### config.mk
export PLATFORM = sky130hd
export DESIGN_NAME = ctrl_pipe_chain
export DESIGN_NICKNAME = d
export VERILOG_FILES = /design/src/rtl/ctrl_pipe_chain.sv
export SDC_FILE = /design/constraint.sdc
export NUM_CORES = 1
export LEC_CHECK = 0
export ABC_CLOCK_PERIOD_IN_PS = 2300
export CORE_ASPECT_RATIO = 0.5
export CORE_MARGIN = 4
export CORE_UTILIZATION = 35
export DETAILED_ROUTE_END_ITERATION = 12
export PLACE_DENSITY = 0.59
export REMOVE_ABC_BUFFERS = 1
export SLEW_MARGIN = 15
export SYNTH_ARGS = -nofsm -noshare
export SYNTH_HDL_FRONTEND = slang
export SYNTH_SLANG_ARGS = --single-unit
export TNS_END_PERCENT = 20
### constraint.sdc
create_clock -name clk -period 2.3 [get_ports clk]
set_clock_uncertainty 0.2 [all_clocks]
set_input_delay 0.46 -clock clk [delete_from_list [all_inputs] [get_ports clk]]
set_output_delay 0.46 -clock clk [all_outputs]
set_load 0.01 [all_outputs]
### src/rtl/ctrl_pipe_chain.sv
// Control-word carrier for ID/EX, EX/MEM, MEM/WB plus load-use stall, branch flush and EX forwarding selects.
// ex_/mem_/wb_ fields lag capture by 1/2/3 cycles; stall/flush/fwd are combinational; no backpressure beyond the one-bubble stall.
module ctrl_pipe_chain (
  input  logic       clk,
  input  logic       rst,
  input  logic       id_valid,
  input  logic       id_RegDst,
  input  logic       id_ALUSrc,
  input  logic       id_MemtoReg,
  input  logic       id_RegWrite,
  input  logic       id_MemRead,
  input  logic       id_MemWrite,
  input  logic       id_Branch,
  input  logic       id_Jump,
  input  logic       id_BEQ_OR_BNE,
  input  logic [1:0] id_ALUOp,
  input  logic [4:0] id_rs,
  input  logic [4:0] id_rt,
  input  logic [4:0] id_rd,
  input  logic       ex_zero,
  output logic       stall,
  output logic       flush,
  output logic       ex_ALUSrc,
  output logic [1:0] ex_ALUOp,
  output logic [4:0] ex_rs,
  output logic [4:0] ex_rt,
  output logic [1:0] fwd_a,
  output logic [1:0] fwd_b,
  output logic       mem_MemRead,
  output logic       mem_MemWrite,
  output logic       mem_RegWrite,
  output logic [4:0] mem_wreg,
  output logic       wb_RegWrite,
  output logic       wb_MemtoReg,
  output logic [4:0] wb_wreg
);

  typedef struct packed {
    logic       reg_write;
    logic       mem_to_reg;
    logic       mem_read;
    logic       mem_write;
    logic       branch;
    logic       jump;
    logic       bne;
    logic       alu_src;
    logic [1:0] alu_op;
    logic [4:0] rs;
    logic [4:0] rt;
    logic [4:0] wreg;
  } idex_t;

  typedef struct packed {
    logic       mem_read;
    logic       mem_write;
    logic       reg_write;
    logic       mem_to_reg;
    logic [4:0] wreg;
  } exmem_t;

  typedef struct packed {
    logic       reg_write;
    logic       mem_to_reg;
    logic [4:0] wreg;
  } memwb_t;

  idex_t  idex_q,  idex_d;
  exmem_t exmem_q, exmem_d;
  memwb_t memwb_q, memwb_d;

  logic taken;
  logic uses_rt;
  logic load_hit;
  logic bubble;

  always_comb begin
    taken    = idex_q.jump | (idex_q.branch & (ex_zero ^ idex_q.bne));
    uses_rt  = ~id_ALUSrc | id_MemWrite;
    load_hit = idex_q.mem_read & (idex_q.wreg != 5'd0) &
               ((idex_q.wreg == id_rs) | (uses_rt & (idex_q.wreg == id_rt)));
    flush    = taken;
    stall    = load_hit & id_valid & ~taken;
    // With id_valid=0 this is a constant 1, so X control inputs never reach idex_d.
    bubble   = ~id_valid | stall | taken;
  end

  always_comb begin
    idex_d = '0;
    if (!bubble) begin
      idex_d.reg_write  = id_RegWrite;
      idex_d.mem_to_reg = id_MemtoReg;
      idex_d.mem_read   = id_MemRead;
      idex_d.mem_write  = id_MemWrite;
      idex_d.branch     = id_Branch;
      idex_d.jump       = id_Jump;
      idex_d.bne        = id_BEQ_OR_BNE;
      idex_d.alu_src    = id_ALUSrc;
      idex_d.alu_op     = id_ALUOp;
      idex_d.rs         = id_rs;
      idex_d.rt         = id_rt;
      idex_d.wreg       = id_RegDst ? id_rd : id_rt;
    end
  end

  always_comb begin
    exmem_d.mem_read   = idex_q.mem_read;
    exmem_d.mem_write  = idex_q.mem_write;
    exmem_d.reg_write  = idex_q.reg_write;
    exmem_d.mem_to_reg = idex_q.mem_to_reg;
    exmem_d.wreg       = idex_q.wreg;
    memwb_d.reg_write  = exmem_q.reg_write;
    memwb_d.mem_to_reg = exmem_q.mem_to_reg;
    memwb_d.wreg       = exmem_q.wreg;
  end

  always_ff @(posedge clk) begin
    if (rst) begin
      idex_q  <= '0;
      exmem_q <= '0;
      memwb_q <= '0;
    end else begin
      idex_q  <= idex_d;
      exmem_q <= exmem_d;
      memwb_q <= memwb_d;
    end
  end

  // EX/MEM is the younger producer, so it outranks MEM/WB.
  function automatic logic [1:0] fwd_sel(input logic [4:0] src);
    if (exmem_q.reg_write && exmem_q.wreg != 5'd0 && exmem_q.wreg == src)
      return 2'b10;
    else if (memwb_q.reg_write && memwb_q.wreg != 5'd0 && memwb_q.wreg == src)
      return 2'b01;
    else
      return 2'b00;
  endfunction

  always_comb begin
    fwd_a = fwd_sel(idex_q.rs);
    fwd_b = fwd_sel(idex_q.rt);
  end

  assign ex_ALUSrc    = idex_q.alu_src;
  assign ex_ALUOp     = idex_q.alu_op;
  assign ex_rs        = idex_q.rs;
  assign ex_rt        = idex_q.rt;
  assign mem_MemRead  = exmem_q.mem_read;
  assign mem_MemWrite = exmem_q.mem_write;
  assign mem_RegWrite = exmem_q.reg_write;
  assign mem_wreg     = exmem_q.wreg;
  assign wb_RegWrite  = memwb_q.reg_write;
  assign wb_MemtoReg  = memwb_q.mem_to_reg;
  assign wb_wreg      = memwb_q.wreg;

endmodule

# After elaboration in Yosys (flattened, before gate mapping)
# Cells that the tools add are included.
# word_totals
in_bits	30
ff_bits	41
# op_classes
mux	5
n_bitwise	15
n_reduce_logical	10
n_eq_ne	6
# ops
op	count
$eq 5x5->1	6
$reduce_bool 5->1	3
$and 1x1->1	6
$logic_and 1x1->1	6
$mux 5	1
$or 1x1->1	5
$mux 2	2
$not 1->1	3
$mux 1	2
$reduce_or 2->1	1
$xor 1x1->1	1

# Depth between registers and ports, before layout
# depth
ltp_word	10
depth_mapped	6
depth_no_buf	4

# Worst setup path after synthesis
# Ideal clock, no wire load.
# synth_path
path_kind	input to output
start	input port ex_zero
end	output port stall
stages	5
path_slack_ns	0.153
arrival_time_ns	1.487
path_cell_list	xor2_1 -> a211oi_4 -> o311a_1 -> buf_6 -> and2_1
# synth_between
elab_chain_len	5
# synth_lines
item	line_no	text
start, declared	20	input logic ex_zero,
$xor 1x1->1	77	taken = idex_q.jump | (idex_q.branch & (ex_zero ^ idex_q.bne));
$and 1x1->1	77	
$or 1x1->1	77	
$not 1->1	82	stall = load_hit & id_valid & ~taken;
$and 1x1->1	82	
end, declared	21	output logic stall,
# Every way passes these cells.

# Final worst setup path
# layout_path
start	register memwb_q (netlist bit wb_wreg[1])
end	output port fwd_b[0]
# layout_between
elab_chain_len	5
# layout_lines
item	line_no	text
start, declared	69	memwb_t memwb_q, memwb_d;
start signal, assigned	124	memwb_q <= memwb_d;
$reduce_bool 5->1	132	else if (memwb_q.reg_write && memwb_q.wreg != 5'd0 && memwb_q.wreg == src)
$logic_and 1x1->1	132	
$logic_and 1x1->1 *	132	
$mux 1 *	132	
$mux 2 *	130	if (exmem_q.reg_write && exmem_q.wreg != 5'd0 && exmem_q.wreg == src)
end, declared	28	output logic [1:0] fwd_b,
# Every way passes the cells marked *; elsewhere a longest branch is shown, timed or not.

==> flow_metrics.env <==
export IMPL_synth_main_ff_cell="dfxtp_1"
export IMPL_h_tree_depth=2
export IMPL_grt_pass1_wl_um=7860
export IMPL_worstSetupPathType="reg -> out"
export IMPL_p_int_mw=1.39
export IMPL_die_area_um2=7090
export IMPL_cts_buffers_inserted=5
export IMPL_power_frac_seq_pct=42.3
export IMPL_ant_nets=0
export IMPL_yosysTopAreaCellShare_pct=40.8
export IMPL_layout_drive_gt1_share_pct=30.5
export IMPL_drcViolationCount=0
export IMPL_slew_viol_final=0
export IMPL_hold_path_class="reg -> reg"
export IMPL_switchingPower_uw=392
export IMPL_grt_overflow_total=0
export IMPL_synth_cell_types=29
export IMPL_outcome="finished with violations"
export IMPL_slew_headroom_pct=72.8
export IMPL_wl_met3_um=153
export IMPL_synth_warnings=0
export IMPL_wire_per_inst_um=13.4
export IMPL_syn_area_um2=2010
export IMPL_track_usage_pct=14.2
export IMPL_violations="negative setup slack"
export IMPL_yosysTopAreaCell="dfxtp_1"
export IMPL_die_x_um=115
export IMPL_finalSetupViolations=4
export IMPL_max_freq_mhz=407
export IMPL_worst_slack_ns=-0.157
export IMPL_drtIter0Drc=59
export IMPL_clock_latency_ns=0.27
export IMPL_powerDensity_nw_per_um2=590
export IMPL_hold_viol_final=0
export IMPL_area_growth_pct=50.7
export IMPL_yosys_top_cells_count="41 x dfxtp_1, 20 x a21oi_2, 20 x nand3b_1, 17 x buf_4"
export IMPL_core_area_um2=5520
export IMPL_clkTransAtPathRegs_ns=0.05
export IMPL_synth_most_common_cell="dfxtp_1"
export IMPL_cp_max_fo=3
export IMPL_layout_worst_path_cycle_share_pct=107
export IMPL_synth_async_reset_ratio_pct=0
export IMPL_worstSetupEndpointType="primary output"
export IMPL_dr_total_vias=1578
export IMPL_rsz0062_at_grt="yes"
export IMPL_min_period_ns=2.46
export IMPL_first_pass_iters=3
export IMPL_place_port_buffers=63
export IMPL_worstPathRequired_ns=1.64
export IMPL_placed_area_um2=2800
export IMPL_r2r_setup_slack_ns=0.42
export IMPL_r2r_start="idex_q[18]"
export IMPL_fin_nets=309
export IMPL_start_kind="flip-flop"
export IMPL_synth_seq_cells=41
export IMPL_combPwrFrac_pct=15.5
export IMPL_hold_path_cell_count=1
export IMPL_top_layer="met4"
export IMPL_clock_sinks=41
export IMPL_cts_hold_buffers=0
export IMPL_synth_edf_count=0
export IMPL_crit_path_end="fwd_b[0]"
export IMPL_start_util_pct=36.4
export IMPL_first_global_vias=1623
export IMPL_routed_wl_um=4700
export IMPL_rows=19
export IMPL_reg2reg_depth=6
export IMPL_synthCells=201
export IMPL_antenna_cells=0
export IMPL_grt_max_degree=42
export IMPL_clk_path_buf_depth=2
export IMPL_syn_avg_cell_area_um2=10.0
export IMPL_arrival_ns=1.80
export IMPL_place_hpwl_um=3550
export IMPL_cts_tree="yes"
export IMPL_vdd_drop_max_mv=0.338
export IMPL_clockRootBuffer="clkbuf_16"
export IMPL_synth_seq_area_share_pct=40.8
export IMPL_ys_top_cells_by_area="dfxtp_1 41%, a21oi_2 8.7%, nand3b_1 7.5%, xnor2_1 7.0%, xor2_1 6.5%"
export IMPL_critPathLaunch="wb_wreg[1]"
export IMPL_gp_congestion=0.726
export IMPL_leakage_nw=1.26
export IMPL_antenna_found_initial=0
export IMPL_route_met2_wl_um=2210
export IMPL_die_h_um=61.6
export IMPL_clock_power_share_pct=42.1
export IMPL_drt_met1_wl_um=2290
export IMPL_maxCapViolCount=0
export IMPL_reg2reg_to="ex_rs[1]"
export IMPL_switching_share_pct=21.9
export IMPL_io_pins=64
export IMPL_worst_slew_pin_transition_ns=0.408
export IMPL_viasPerCell=4.48
export IMPL_fin_area_um2=3030
export IMPL_pre_cts_slack_ns=-0.587
## cell type report
type                            instances  area, µm²
Tap cell                               73       91.3
Multi-Input combinational cell        129       1050
Inverter                                2       7.51
Timing Repair Buffer                  100        890
Clock buffer                            5        125
Fill cell                             531       2490
Sequential cell                        41        827
Clock inverter                          2       35.0
## sequential cells by signal, summed over array words and instances, names as in the netlist
signal,cells
ex_rs,5
mem_wreg,5
ex_ALUSrc,1
mem_MemRead,1
wb_wreg,5
wb_MemtoReg,1
wb_RegWrite,1
mem_MemWrite,1
ex_rt,5
ex_ALUOp,2
mem_RegWrite,1
exmem_q,1
exmem_d,9
idex_q,3
## logic make-up after synthesis
| family | synth area share [%] |
|---|---|
| simple gates | 19.6 |
| flops | 40.8 |
| compound gates | 12.9 |
| xor+xnor | 13.5 |
| buf+inv | 10.7 |
| mux | 2.49 |
## power by group through the flow
stage | Sequential, mW | Combinational [mW] | Clock (mW)
floorplan | 0.779 | 0.102 | 0
global route | 0.760 | 0.301 | 0.809
finish | 0.756 | 0.277 | 0.753
CTS | 0.756 | 0.279 | 0.769
global placement | 0.771 | 0.268 | 0
detailed placement | 0.771 | 0.271 | 0
## repair_timing
item | in CTS | in global routing
endpoints found under the setup margin | 6 | 6
pin swaps | 11 | 2
buffers inserted | 1 | 0
gates resized for setup | 39 | 7
## worst max-delay path, cell delays in order, from the launching register on
cell	delay, ns
dfxtp_2	0.33
buf_4	0.14
xor2_1	0.14
or4_4	0.50
nor4_4	0.26
buf_2	0.16
## layout by cell type (no fill, tap or decap), types with 2 or more instances in the layout
| cell | count |
|---|---|
| xor2_1 | 14 |
| nand2_1 | 6 |
| dfxtp_1 | 38 |
| nor4_4 | 3 |
| nor2b_1 | 16 |
| clkbuf_16 | 5 |
| nor2_1 | 5 |
| or4_4 | 3 |
| buf_6 | 2 |
| dlygate4sd2_1 | 7 |
| mux2i_1 | 5 |
| buf_4 | 37 |
| xnor2_1 | 16 |
| a21oi_2 | 20 |
| a21oi_1 | 5 |
| dfxtp_2 | 2 |
| nand3_1 | 3 |
| clkdlybuf4s50_1 | 50 |
| nand3b_1 | 20 |
| buf_2 | 3 |
## metal layers
layer | global-route usage, % | up-vias
met1 | 18.9 | 737
met5 | 0 | -
met4 | 3.01 | 0
li1 | - | 811
met3 | 3.04 | 5
met2 | 24.2 | 25
## worst min path at each step
stage | startpoint | end | slack (ns)
floorplan | exmem_d[5] | exmem_q[5] | 0.21
global placement | exmem_d[5] | exmem_q[5] | 0.22
detailed placement | exmem_d[5] | exmem_q[5] | 0.22
CTS | exmem_d[5] | exmem_q[5] | 0.24
global route | exmem_d[5] | exmem_q[5] | 0.26
finish | exmem_d[5] | exmem_q[5] | 0.23
## metrics by stage
| step | utilization (%) | setup TNS, ns | hold slack (ns) | cells | total power, mW |
|---|---|---|---|---|---|
| after floorplan | - | -13.86 | 0.214 | 172 | 0.882 |
| after global placement | 50.8 | -2.79 | 0.221 | 344 | 1.04 |
| after detailed placement | 50.8 | -3.68 | 0.225 | 344 | 1.04 |
| after CTS | 54.4 | -0.482 | 0.238 | 352 | 1.80 |
| after global routing | 54.9 | -0.742 | 0.257 | 352 | 1.87 |
| final | 54.9 | -0.362 | 0.235 | 352 | 1.79 |
Note: power is estimated with default switching activity, not from simulation.
